File: src/rtl/uart_rx_framed.sv
`default_nettype none
// +----------------------------------------------------------------------------+
// | Module      : uart_rx_framed                                               |
// | Description : 8N1 UART receiver with synchroniser, false-start rejection,  |
// |               framing-error pulse and a valid/ack holding register with    |
// |               sticky overrun. Define UART_RX_MAJORITY_EN for 2-of-3 votes. |
// | Revision    : 1.0  initial release                                         |
// +----------------------------------------------------------------------------+
module uart_rx_framed #(
  parameter int CLKS_PER_BIT = 5
) (
  input  logic       i_Clock,
  input  logic       rst,
  input  logic       i_RX_Serial,
  input  logic       i_RX_Ack,
  output logic       o_RX_Valid,
  output logic [7:0] o_RX_Byte,
  output logic       o_Frame_Err,
  output logic       o_Overrun,
  output logic       o_RX_Busy
);

  localparam logic [15:0] c_MID  = 16'((CLKS_PER_BIT - 1) / 2);
  localparam logic [15:0] c_LAST = 16'(CLKS_PER_BIT - 1);

  localparam logic [2:0] c_IDLE      = 3'd0;
  localparam logic [2:0] c_START     = 3'd1;
  localparam logic [2:0] c_DATA      = 3'd2;
  localparam logic [2:0] c_STOP      = 3'd3;
  localparam logic [2:0] c_WAIT_IDLE = 3'd4;

  logic        r_sync1;
  logic        r_sync2;
  logic        w_bitval;

  logic [2:0]  r_state;
  logic [2:0]  w_state_next;
  logic [15:0] r_count;
  logic [15:0] w_count_next;
  logic [2:0]  r_index;
  logic [2:0]  w_index_next;
  logic [7:0]  r_shift;
  logic [7:0]  w_shift_next;

  logic        w_deliver;
  logic        w_frame_err;

  logic        r_valid;
  logic [7:0]  r_byte;
  logic        r_frame_err;
  logic        r_overrun;
  logic        r_busy;

  // Two-flop synchroniser; idles high so reset never looks like a start bit.
  always_ff @(posedge i_Clock or posedge rst) begin
    if (rst) begin
      r_sync1 <= 1'b1;
      r_sync2 <= 1'b1;
    end else begin
      r_sync1 <= i_RX_Serial;
      r_sync2 <= r_sync1;
    end
  end

`ifdef UART_RX_MAJORITY_EN
  logic [1:0] r_hist;

  always_ff @(posedge i_Clock or posedge rst) begin
    if (rst) begin
      r_hist <= 2'b11;
    end else begin
      r_hist <= {r_hist[0], r_sync2};
    end
  end

  // Vote over the two previous samples plus the current one: no added latency.
  assign w_bitval = (r_hist[1] & r_hist[0]) |
                    (r_hist[1] & r_sync2)   |
                    (r_hist[0] & r_sync2);
`else
  assign w_bitval = r_sync2;
`endif

  always_ff @(posedge i_Clock or posedge rst) begin
    if (rst) begin
      r_state <= c_IDLE;
      r_count <= '0;
      r_index <= '0;
      r_shift <= '0;
    end else begin
      r_state <= w_state_next;
      r_count <= w_count_next;
      r_index <= w_index_next;
      r_shift <= w_shift_next;
    end
  end

  always_comb begin
    w_state_next = r_state;
    w_count_next = r_count;
    w_index_next = r_index;
    w_shift_next = r_shift;
    case (r_state)
      c_IDLE: begin
        w_count_next = '0;
        w_index_next = '0;
        if (!r_sync2) begin
          w_state_next = c_START;
        end
      end
      c_START: begin
        if (r_count == c_MID) begin
          w_count_next = '0;
          w_state_next = w_bitval ? c_IDLE : c_DATA;
        end else begin
          w_count_next = r_count + 16'd1;
        end
      end
      c_DATA: begin
        if (r_count == c_LAST) begin
          w_count_next          = '0;
          w_shift_next[r_index] = w_bitval;
          if (r_index == 3'd7) begin
            w_index_next = '0;
            w_state_next = c_STOP;
          end else begin
            w_index_next = r_index + 3'd1;
          end
        end else begin
          w_count_next = r_count + 16'd1;
        end
      end
      c_STOP: begin
        if (r_count == c_LAST) begin
          w_count_next = '0;
          w_state_next = w_bitval ? c_IDLE : c_WAIT_IDLE;
        end else begin
          w_count_next = r_count + 16'd1;
        end
      end
      c_WAIT_IDLE: begin
        // A held-low line (break) stays here, so it reports only one error.
        w_count_next = '0;
        if (r_sync2) begin
          w_state_next = c_IDLE;
        end
      end
      default: begin
        w_state_next = c_IDLE;
        w_count_next = '0;
        w_index_next = '0;
      end
    endcase
  end

  always_comb begin
    w_deliver   = 1'b0;
    w_frame_err = 1'b0;
    if ((r_state == c_STOP) && (r_count == c_LAST)) begin
      w_deliver   = w_bitval;
      w_frame_err = ~w_bitval;
    end
  end

  // Holding register: a delivery wins over an ack in the same cycle.
  always_ff @(posedge i_Clock or posedge rst) begin
    if (rst) begin
      r_valid     <= 1'b0;
      r_byte      <= 8'h00;
      r_frame_err <= 1'b0;
      r_overrun   <= 1'b0;
      r_busy      <= 1'b0;
    end else begin
      r_frame_err <= w_frame_err;
      r_busy      <= (w_state_next != c_IDLE);
      if (w_deliver) begin
        if (!r_valid || i_RX_Ack) begin
          r_byte  <= r_shift;
          r_valid <= 1'b1;
        end else begin
          r_overrun <= 1'b1;
        end
      end else if (i_RX_Ack && r_valid) begin
        r_valid   <= 1'b0;
        r_overrun <= 1'b0;
      end
    end
  end

  assign o_RX_Valid  = r_valid;
  assign o_RX_Byte   = r_byte;
  assign o_Frame_Err = r_frame_err;
  assign o_Overrun   = r_overrun;
  assign o_RX_Busy   = r_busy;

endmodule
`default_nettype wire

File: config.mk
export PLATFORM = sky130hd
export DESIGN_NAME = uart_rx_framed
export DESIGN_NICKNAME = d
export VERILOG_FILES = /design/src/rtl/uart_rx_framed.sv
export SDC_FILE = /design/constraint.sdc
export NUM_CORES = 1
export LEC_CHECK = 0
export ABC_AREA = 1
export BUFFER_PORTS_ARGS = -buffer_cell sky130_fd_sc_hd__buf_2
export CAP_MARGIN = 10
export CORE_MARGIN = 2
export CORE_UTILIZATION = 40
export CTS_BUF_LIST = sky130_fd_sc_hd__clkbuf_4
export DETAILED_ROUTE_END_ITERATION = 10
export PLACE_DENSITY = 0.66
export SYNTH_ARGS = -nofsm -noshare
export SYNTH_HDL_FRONTEND = slang
export SYNTH_SLANG_ARGS = --single-unit
export TNS_END_PERCENT = 100
File: constraint.sdc
create_clock -name i_Clock -period 4.1 [get_ports i_Clock]
set_input_delay 0.41 -clock i_Clock [delete_from_list [all_inputs] [get_ports i_Clock]]
set_output_delay 0.41 -clock i_Clock [all_outputs]
set_load 0.01 [all_outputs]
Word level (Yosys, flattened, before mapping):

Cells that the tools add are included.
Widths: inputs -> output; s select.

* register bits: 44
* memories: 0
* memory bits (read-only): 0
* bits in latches: 0
* bits in writable memories: 0
* word-level logic and storage cells: 67
* input port bits: 4
* output and inout port bits: 12

* reduce and logical (&&, ||, !) cells: 15
* mux-type cells: 25
* magnitude comparators: 2
* bitwise operators: 2
* shift operators: 0
* div/mod/pow operators: 0
* equal/unequal tests: 10
* add/subtract/negate cells: 2
* multipliers: 0

Operators by type and width (number)
* $mux 16: 2
* $pmux 16 s2: 1
* $mux 3: 9
* $add 16x1->16 const B: 1
* $eq 16x2->1 const B: 1
* $eq 16x3->1 const B: 1
* $pmux 3 s5: 1
* $reduce_and 2->1: 5
* $bwmux 8: 1
* $mux 1: 8
* $eq 3x2->1 const B: 2
* $eq 3x3->1 const B: 2
* $pmux 3 s2: 1
* $lt 3x4->1 const B: 1
* $ne 2x2->1 const B: 2
* $add 3x1->3 const B: 1
* $demux 1 s3: 1
* $eq 3x1->1 const B: 1
* $ge 3x1->1 const B: 1
* $logic_and 1x1->1: 3
* $logic_not 3->1: 1
* $reduce_bool 3->1: 1
* $reduce_or 3->1: 1
* $mux 2: 1
* 6 further kinds: 7

Logic depth before layout (Yosys ltp):

Gate-level depths: netlist (run 1).

* depth after elaboration: 5
* mapped depth: 10

Least setup slack after synthesis (run 1):

Ideal clock, no wire load.

* path type: register to register
* from: register r_count[0]
* to: register r_shift[1]
* cell stages (with the launch flop): 10
* arrival: 1342 ps
* path slack: 2630 ps
* cells stage by stage: dfrtp_1 -> inv_1 -> ha_1 -> nand3_2 -> nor2_4 -> nand2_4 -> nor2_8 -> nand3_1 -> nand2_1 -> o21ai_1

* cells in the longest elaborated chain, start to end: 2

RTL lines
* from (decl): RTL line 38 `logic [15:0] r_count;`
* from (signal assigned): RTL line 92 `r_count <= w_count_next;`
* $eq 16x3->1: RTL line 120 `if (r_count == c_LAST) begin`
* $reduce_and 2->1 (no line)
* to (signal assigned): RTL line 94 `r_shift <= w_shift_next;`
* to (decl): RTL line 42 `logic [7:0] r_shift;`

No other way between the ends.
A chain may end at the register's enable or synchronous reset.

Worst setup path in the final report (run 1):

* from: register r_count[0]
* to: register r_byte[2], in the netlist o_RX_Byte[2]

* cells in the longest elaborated chain, start to end: 4

RTL lines
* $eq 16x3->1: RTL line 159 `if ((r_state == c_STOP) && (r_count == c_LAST)) begin`
* $logic_and 1x1->1: RTL line 159
* $mux 1: RTL line 159
* $reduce_and 2->1 (no line)
* to (signal assigned): RTL line 178 `r_byte <= r_shift;`
* to (decl): RTL line 49 `logic [7:0] r_byte;`

No other way between the ends.

==> results of run 1 <==
## worst max-delay path: stages, from the launching register on
cell and delay (ns):
dfrtp_1 0.43, inv_1 0.09, ha_1 0.20, nand3_2 0.12, nor2_4 0.20, nand4_4 0.16
inv_1 0.10, nand2_2 0.11, nand2_1 0.08, nand2_1 0.06
## sequential cells by signal, indices dropped and copies added (netlist names)
signal / flops
r_sync1: 1
r_sync2: 1
r_state: 3
o_Frame_Err: 1
o_RX_Valid: 1
r_shift: 8
r_index: 3
o_Overrun: 1
r_count: 16
o_RX_Byte: 8
o_RX_Busy: 1
## through the flow
| stage | utilization (%) | power (mW) |
|---|---|---|
| 2_1_floorplan | - | 0.812 |
| 5_1_grt | 46.6 | 1.35 |
| 3_3_place_gp | 44.3 | 0.868 |
| 6_report | 46.6 | 1.26 |
| 3_5_place_dp | 44.3 | 0.876 |
| 4_1_cts | 46.6 | 1.28 |
## area by class of cell
cell class	count	area [sq um]	area share [%]
timing repair buffer	16	82.6	3.22
clock buffer	5	37.5	1.46
clock inverter	3	90.1	3.51
multi-input combinational	194	1030	40.1
tap	72	90.1	3.51
inverter	35	134	5.22
sequential	44	1100	43.0
## cell families after synthesis
logic type | after synthesis
and+or+nand+nor | 165
xor gates and xnor gates | 4
AOI/OAI and AO/OA | 20
adders and majority gates | 5
DFF | 44
buffers and inverters | 37
## synth_stat cells (all sizes together)
cell and instances:
nand4 2, nand2 75, o22ai 1, dfstp 2, nor4 1, buf 2, a21o 1, nor3b 1
nand3 29, nor3 12, dfrtp 42, xor2 3, nor2 45, inv 35, o21ai 11, a21oi 7
ha 5, xnor2 1
## per-layer routing
layer	part of all wire [%]	global-route usage [%]	wire length, um
met1	50	18.7	2020
met2	44	22.9	1790
met3	3.7	3.39	149
met4	2.0	6.21	79
met5	0	0	0
## how the worst max path moves through the flow
| stage | endpoint | slack (ns) | cells after the start |
|---|---|---|---|
| CTS | o_RX_Byte[1] | 2.42 | 8 |
| floorplan | r_shift[1] | 2.63 | 9 |
| detailed placement | o_RX_Byte[4] | 2.47 | 9 |
| global route | o_RX_Byte[2] | 2.27 | 9 |
| global placement | o_RX_Byte[3] | 2.51 | 8 |
| finish | o_RX_Byte[2] | 2.44 | 9 |
## power breakdown
group | leakage, nW | internal, mW | switching [mW]
registers | 0.596 | 0.486 | 0.0548
logic | 0.589 | 0.101 | 0.222
clock network | 0.0654 | 0.251 | 0.144
total | 1.25 | 0.838 | 0.421
## cells in the final DEF, fill, tap and decap left out, drive strengths merged
master	count
a21o	1
a21oi	7
buf	16
bufinv	3
clkbuf	5
clkinv	1
dfrtp	42
dfstp	2
ha	5
inv	34
nand2	75
nand3	29
nand4	2
nor2	45
nor3	12
nor3b	1
nor4	1
o21ai	11
o22ai	1
xnor2	1
xor2	3
==> results_dict.tcl, run 1 <==
set metrics [dict create \
    status "complete, no violations" \
    cp_max_fo 8 \
    hpwl_mm 2.90 \
    worstHoldPathCells 1 \
    synth_area_leader_cell "dfrtp_1" \
    avgSynthCellArea_sq_um 8.32 \
    vias 1755 \
    via_per_inst 4.76 \
    yosysSeqAreaShare_pct 48.2 \
    grt_max_degree 45 \
    io_buffer_count 15 \
    cts_sinks 44 \
    layout.nets 305 \
    drive_gt1_share_pct 17.5 \
    grt_pass1_vias 1673 \
    tightest_slew_ns 0.543 \
    muxShareOfSynthArea_pct 0 \
    antennaDiodeCount 0 \
    core_sq_um 5510 \
    p_leak_nw 1.25 \
    dr.pass1.iters 4 \
    clk_pin_slew_ns 0.13 \
    drt_iter0_drc 140 \
    worst-r2r-cell-count 9 \
    holdPathEnd "r_sync1" \
    drc 0 \
    cap_violations 0 \
    antenna_left 0 \
    die_x_um 79.6 \
    finalCritPeriodShare_pct 40.4 \
    cts_hold_buf 0 \
    synth_top_family_by_area "simple AND/OR/NAND/NOR gates" \
    finClkSkew_ns 0.00756 \
    finalHoldViolCount 0 \
    final_cells 369 \
    synth_xor_area_share_pct 1.53 \
    cts_buffers 5 \
    num_io_pins 16 \
    n_fill_cell 542 \
    die_height_um 79.6 \
    cp_data_arrival_time_ns 1.92 \
    yosys.area.top_type_share_pct 45.9 \
    synth.ff_latch_count 44 \
    antenna_found_initial 0 \
    max_freq_mhz 603 \
    placed_cells 361 \
    synth_fa_ha_area_share_pct 2.73 \
    grt_pass1_wl_mm 7.19 \
    setup_tns_ns 0 \
    setup_violations 0 \
    hold_ws_ns 0.136 \
    routabilityCongestion 0.804 \
    ys_warn_count 0 \
    max-vdd-ir-drop_mv 0.189 \
    placed_cell_area_sq_um 2440 \
    synth.area.top_cells "dfrtp_1, nand2_1, nor2_1" \
    grt-ovfl-total 0 \
    cts_root_buf "clkbuf_4" \
    synth-compound-area-share_pct 5.52 \
    placementRows 27 \
    cts.htree.levels 2 \
    worst_slack_ns 2.44 \
    endpoint_kind "flip-flop" \
    power_density_nw_per_um2 491 \
    wl_per_cell_um 10.9 \
    syn-num-nets 284 \
    rsz0062_at_grt "false" \
    r2r-start "r_count[0]" \
    timing.critical_path.from "r_count[0]" \
    cts_setup_buffers 0 \
    worstSkewPairLatency_ns 0.36 \
    synth_cells 275 \
    die_area_sq_um 6340 \
    synth-simple-area-share_pct 35.2 \
    maxSlewViolCount 0 \
    worstHoldStart "i_RX_Serial" \
    cts_resized 0 \
    r2r_end "o_RX_Byte[2]" \
    initial_core_util_pct 41.6 \
    stdcell_area_sq_um 2570 \
    critPathRequiredTime_ns 4.36 \
    hold_path.class "input pin to flip-flop" \
    wl_mm 4.04 \
    crit_type "flip-flop to flip-flop" \
    syn-cell-area_sq_um 2290 \
    worstSetupStartpointType "flip-flop" \
    cts_tree "yes" \
    areaGrowthSynthToFinish_pct 12.1 \
    place_ws_ns 2.47 \
    min_period_ns 1.66 \
    r2r_setup_slack_ns 2.44 \
    synth.distinct_cells 30 \
    grtUsageTotal_pct 14.4 \
    cts.path.max_buffers 2 \
    relSlewSlack_pct 63.8 \
]
(Power assumes the default switching activity.)
==> run 2, diff against run 1 <==
--- a/config.mk
+++ b/config.mk
@@ -5,7 +5,7 @@
 export SDC_FILE = /design/constraint.sdc
 export NUM_CORES = 1
 export LEC_CHECK = 0
-export ABC_AREA = 1
+export ABC_AREA = 0
 export BUFFER_PORTS_ARGS = -buffer_cell sky130_fd_sc_hd__buf_2
 export CAP_MARGIN = 10
 export CORE_MARGIN = 2
==> constraint.sdc (replaced) <==
create_clock -name i_Clock -period 1.65 [get_ports i_Clock]
set_input_delay 0.165 -clock i_Clock [delete_from_list [all_inputs] [get_ports i_Clock]]
set_output_delay 0.165 -clock i_Clock [all_outputs]
set_load 0.01 [all_outputs]
==> run 2 against run 1 <==
  * The run now ends with negative setup slack left
  * Via count rose by 1.7%
  * Die area fell by 2.4%
  * Power rose to 2.7 times the previous value
  * Synthesized cell count fell by 25%
  * Clock skew rose by 0.0043 ns
  * Non-clock buffer count rose by 54
  * Utilization rose by 12 points
  * First-iteration DRC count fell by 61%
  * Critical path type unchanged
  * Critical endpoint is now r_shift[2]
==> results_dict.tcl, run 2 <==
set metrics [dict create \
    endpoint_kind "flip-flop" \
    setup_violations 40 \
    syn-cell-area_sq_um 2230 \
    via_per_inst 5.16 \
    die_area_sq_um 6190 \
    min_period_ns 2.23 \
    worst_slack_ns -0.579 \
    synth.ff_latch_count 44 \
    finClkSkew_ns 0.0118 \
    r2r_end "r_shift[2]" \
    wl_mm 4.83 \
    hold_path.class "input pin to flip-flop" \
    die_height_um 78.7 \
    cts_buffers 5 \
    status "finished, violations left" \
    worstHoldPathCells 3 \
    internal-power_mw 2.24 \
    tightest_slew_ns 0.361 \
    die_x_um 78.7 \
    largest_reg_flops 16 \
    final_cell_mix "dfrtp_1, buf_4, nor2_1" \
    num_io_pins 16 \
    stdcell_area_sq_um 3180 \
    synth.distinct_cells 40 \
    path_delay_family "simple AND/OR/NAND/NOR gates" \
    critPathMostFrequentCell "or4_4" \
    cts.htree.levels 2 \
    finalCritPeriodShare_pct 135 \
    grt-ovfl-total 0 \
    synth-edff-count 0 \
    pwr-share-seq_pct 37.3 \
    critPathRequiredTime_ns 1.90 \
    placed_cell_area_sq_um 2840 \
    drive_gt1_share_pct 44.5 \
    final_common_cell "dfrtp_1" \
    p_leak_nw 1.47 \
    initial_core_util_pct 41.0 \
    r2r_setup_slack_ns -0.58 \
    yosysSeqAreaShare_pct 49.5 \
    ys_warn_count 0 \
    vias 1784 \
    cts_root_buf "clkbuf_4" \
    grt_max_degree 30 \
    cts_tree "yes" \
    worstSetupStartpointType "flip-flop" \
    failed_checks "negative setup slack" \
    antenna_left 0 \
    endpoint "r_shift[2]" \
    max_stage_delay_ns 0.54 \
    cp_max_fo 7 \
    timing.critical_path.from "r_count[6]" \
    drc 0 \
    cap_violations 0 \
    max_freq_mhz 449 \
    synth.area.top_cells "dfrtp_1, mux2_2, nor2_1" \
    grt_pass1_vias 1832 \
    worstSkewPairLatency_ns 0.36 \
    io_buffer_count 15 \
    rsz0062_at_grt "true" \
    clk_pin_slew_ns 0.12 \
    hpwl_mm 3.48 \
    drt_iter0_drc 55 \
    synth_ff_type "dfrtp_1" \
    worst-r2r-cell-count 5 \
    power_frac_clock_pct 19.6 \
    crit_type "flip-flop to flip-flop" \
    layout.nets 282 \
    hold_ws_ns 0.0825 \
    routabilityCongestion 0.809 \
    r2r-start "r_count[6]" \
    top_register "r_count" \
    grt_pass1_wl_mm 8.64 \
    synth_most_common_cell "dfrtp_1" \
    relSlewSlack_pct 75.7 \
    synth_common_cells "dfrtp_1, nor2_1, mux2_2" \
    cpMaxStageDelayCell "or4_4" \
    antennaDiodeCount 0 \
    synth_cells 206 \
    syn-num-nets 215 \
    wl_per_cell_um 14.0 \
    maxSlewViolCount 0 \
    power_density_nw_per_um2 1080 \
    cp_data_arrival_time_ns 2.48 \
    comb_power_share_pct 43.1 \
    crit_chain "or4_4, or4_4, buf_12, nor4_4, mux2_4" \
    cp.depth 5 \
    avgSynthCellArea_sq_um 10.8 \
    synth_area_leader_cell "dfrtp_1" \
    crit_buf_inv 1 \
    max-vdd-ir-drop_mv 0.556 \
    switchingPower_mw 1.18 \
    grtUsageTotal_pct 17.7 \
    areaGrowthSynthToFinish_pct 42.3 \
    cts.path.max_buffers 2 \
    postSynth.asyncResetShare_pct 100 \
    core_sq_um 5440 \
    cts_sinks 44 \
    finalHoldViolCount 0 \
    placementRows 27 \
    dr.pass1.iters 4 \
    antenna_found_initial 0 \
    yosys.area.top_type_share_pct 47.1 \
    swShare_pct 34.5 \
]
==> run 2: cell count changes in the layout (fill, tap and decap cells not counted), sizes merged, moves of 4 or more <==
cell	delta
mux2	+16
nand2b	+4
nor4	+11
nand3	-21
nor2b	+6
inv	-30
nor2	-23
nand4	+5
mux2i	+4
xnor2	+6
nand2	-69
buf	+52
==> run 2: tightest hold or removal path: stages <==
cell	delay, ns
buf_2	0.10
a21bo_2	0.11
nand2_1	0.04
==> run 2: through the flow <==
stage | setup WS [ns] | power (mW) | cells | utilization (%) | TNS [ns]
6_report | -0.579 | 3.42 | 346 | 58.4 | -16.53
5_1_grt | -0.634 | 3.64 | 346 | 58.4 | -19.17
4_1_cts | -0.560 | 3.36 | 346 | 57.3 | -17.57
3_5_place_dp | -0.547 | 2.59 | 329 | 52.2 | -16.29
3_3_place_gp | -0.517 | 2.57 | 329 | 52.2 | -15.31
2_1_floorplan | -0.560 | 2.04 | 206 | - | -16.22
==> run 2: logic make-up after synthesis <==
logic type      synth area share, %
xor+xnor                       5.10
fa+ha+maj                      2.80
buf+inv                        3.25
mux                            9.87
flops                          49.5
compound gates                 5.44
simple gates                   24.1
==> run 2: final cells by class <==
type                    instances  area, sq um
fillers                       454         2260
clock buffers                   6         45.0
inverters                       4         15.0
well taps                      72         90.1
clock inverters                 2         35.0
multi-input cells             148         1310
repair buffers                 70          582
flip-flops and latches         44         1100
==> run 2: power groups by stage <==
stage	combinational, mW	clock [mW]	sequential (mW)
after floorplan	0.771	0	1.27
after global placement	1.28	0	1.29
after CTS	1.39	0.697	1.27
final	1.47	0.672	1.27
after global routing	1.62	0.733	1.29
after detailed placement	1.29	0	1.29
==> run 2: timing repair <==
action / CTS / global route
hold endpoints to repair: 16 / 0
endpoints found under the setup margin: 40 / 42
hold buffers: 2 / 0
setup buffers: 8 / 5
resized for setup: 32 / 13
pin swaps: 8 / 12
==> run 2: how the worst min path moves through the flow <==
stage,start,to
global route,i_RX_Ack,o_Overrun
CTS,i_RX_Ack,o_Overrun
detailed placement,rst,o_RX_Byte[7]
floorplan,i_RX_Serial,r_sync1
finish,i_RX_Ack,o_Overrun
global placement,rst,o_RX_Byte[2]
==> run 2: layer usage <==
layer	GRT usage [%]	wire [um]
met1	23.0	2160
met4	4.56	51
met3	4.02	160
met5	0	0
met2	29.7	2460
==> run 3, diff against run 2 <==
--- a/config.mk
+++ b/config.mk
@@ -13,6 +13,7 @@
 export CTS_BUF_LIST = sky130_fd_sc_hd__clkbuf_4
 export DETAILED_ROUTE_END_ITERATION = 10
 export PLACE_DENSITY = 0.66
+export RECOVER_POWER = 25
 export SYNTH_ARGS = -nofsm -noshare
 export SYNTH_HDL_FRONTEND = slang
 export SYNTH_SLANG_ARGS = --single-unit
==> run 3 against run 2 <==
  * The run still ends with negative setup slack left
  * Fmax is the same
  * Register-to-register slack about the same
  * Clock-buffer cell count unchanged
  * Sequential cell count did not move
  * Non-clock buffer count stayed put
==> results_dict.tcl, run 3 (synthesis results as in run 2) <==
set metrics [dict create \
    status "finished, violations left" \
    failed_checks "negative setup slack" \
    final_cell_mix "dfrtp_1, buf_4, nor2_1" \
    placementRows 27 \
    antennaDiodeCount 0 \
    placed_cell_area_sq_um 2840 \
    finalPower_mw 3.42 \
    relSlewSlack_pct 56.0 \
    finalCritPeriodShare_pct 135 \
    die_area_sq_um 6190 \
    setup_tns_ns -16.53 \
    finClkSkew_ns 0.0118 \
    grt_pass1_vias 1832 \
    worst_slack_ns -0.579 \
    maxSlewViolCount 0 \
    final_util_pct 58.4 \
    worstHoldPathCells 3 \
    r2r-start "r_count[6]" \
    cpMaxStageDelayCell "or4_4" \
    areaGrowthSynthToFinish_pct 42.3 \
    max-vdd-ir-drop_mv 0.556 \
    power_density_nw_per_um2 1080 \
    routabilityCongestion 0.809 \
    path_delay_family "simple AND/OR/NAND/NOR gates" \
    rsz0062_at_grt "true" \
    p_leak_nw 1.48 \
    final_common_cell "dfrtp_1" \
    max_freq_mhz 449 \
    cts.htree.levels 2 \
    cts_sinks 44 \
    endpoint_kind "flip-flop" \
    dr.pass1.iters 4 \
    die_height_um 78.7 \
    final_cells 346 \
    top_register "r_count" \
    num_io_pins 16 \
    timing.critical_path.from "r_count[6]" \
    cp_max_fo 7 \
    worstSetupStartpointType "flip-flop" \
    die_x_um 78.7 \
    cap_violations 0 \
    critPathMostFrequentCell "or4_4" \
    grt_max_degree 30 \
    via_per_inst 5.16 \
    grtUsageTotal_pct 17.7 \
    finalHoldViolCount 0 \
    largest_reg_flops 16 \
    drive_gt1_share_pct 44.2 \
    io_buffer_count 15 \
    stdcell_area_sq_um 3180 \
    cp_data_arrival_time_ns 2.48 \
    wl_mm 4.83 \
    drc 0 \
    worst-r2r-cell-count 5 \
    initial_core_util_pct 41.0 \
    critPathRequiredTime_ns 1.90 \
    placed_cells 329 \
    crit_type "flip-flop to flip-flop" \
    antenna_found_initial 0 \
    place_ws_ns -0.547 \
    cp.depth 5 \
    layout.nets 282 \
    max_stage_delay_ns 0.54 \
    cts_buffers 5 \
    grt_pass1_wl_mm 8.64 \
    setup_violations 40 \
    cts.path.max_buffers 2 \
    hold_path.class "input pin to flip-flop" \
    cts_tree "yes" \
    tightest_slew_ns 0.659 \
    crit_buf_inv 1 \
    hold_ws_ns 0.0824 \
    core_sq_um 5440 \
    worstHoldStart "i_RX_Ack" \
    wl_per_cell_um 14.0 \
    worstSkewPairLatency_ns 0.36 \
    antenna_left 0 \
    min_period_ns 2.23 \
    vias 1784 \
    crit_chain "or4_4, or4_4, buf_12, nor4_4, mux2_4" \
    cts_root_buf "clkbuf_4" \
    drt_iter0_drc 55 \
    clk_pin_slew_ns 0.12 \
    hpwl_mm 3.48 \
    grt-ovfl-total 0 \
]
run 3: final timing paths:
path                       slack (ns)          end
setup / recovery                -0.58   r_shift[2]
hold / removal                   0.08    o_Overrun
setup reg to reg                -0.58   r_shift[2]
hold reg to reg                  0.36      r_sync2
max in group asynchronous        0.57      r_sync2
min in group asynchronous        0.43  r_count[11]
run 3: area by class of cell:
| class | instances | area (sq um) |
|---|---|---|
| Tap cell | 72 | 90.1 |
| Timing Repair Buffer | 70 | 582 |
| Clock inverter | 2 | 35.0 |
| Sequential cell | 44 | 1100 |
| Multi-Input combinational cell | 148 | 1310 |
| Clock buffer | 6 | 45.0 |
| Fill cell | 454 | 2260 |
| Inverter | 4 | 15.0 |
run 3: worst register-to-register path: stages, from the launching register on:
cell	delay (ns)
dfrtp_1	0.41
or4_4	0.54
or4_4	0.53
buf_12	0.18
nor4_4	0.14
mux2_4	0.32
run 3: timing repair:
item / CTS / global route
buffers inserted: 8 / 5
endpoints found under the hold margin: 16 / 0
gates resized for setup: 32 / 13
pin swaps: 8 / 12
hold buffers: 2 / 0
endpoints found under the setup margin: 40 / 42
run 3: layer usage:
metal / GRT usage, % / routed length, um / share of wire, % / vias to the layer above
li1: - / - / - / 870
met1: 23.0 / 2160 / 45 / 882
met2: 29.7 / 2460 / 51 / 24
met3: 4.02 / 160 / 3.3 / 8
met4: 4.56 / 51 / 1.1 / 0
met5: 0 / 0 / 0 / -
run 3: power breakdown:
group / switching, mW / internal [mW]
registers: 0.0860 / 1.19
clock network: 0.338 / 0.334
logic: 0.757 / 0.716
total: 1.18 / 2.24
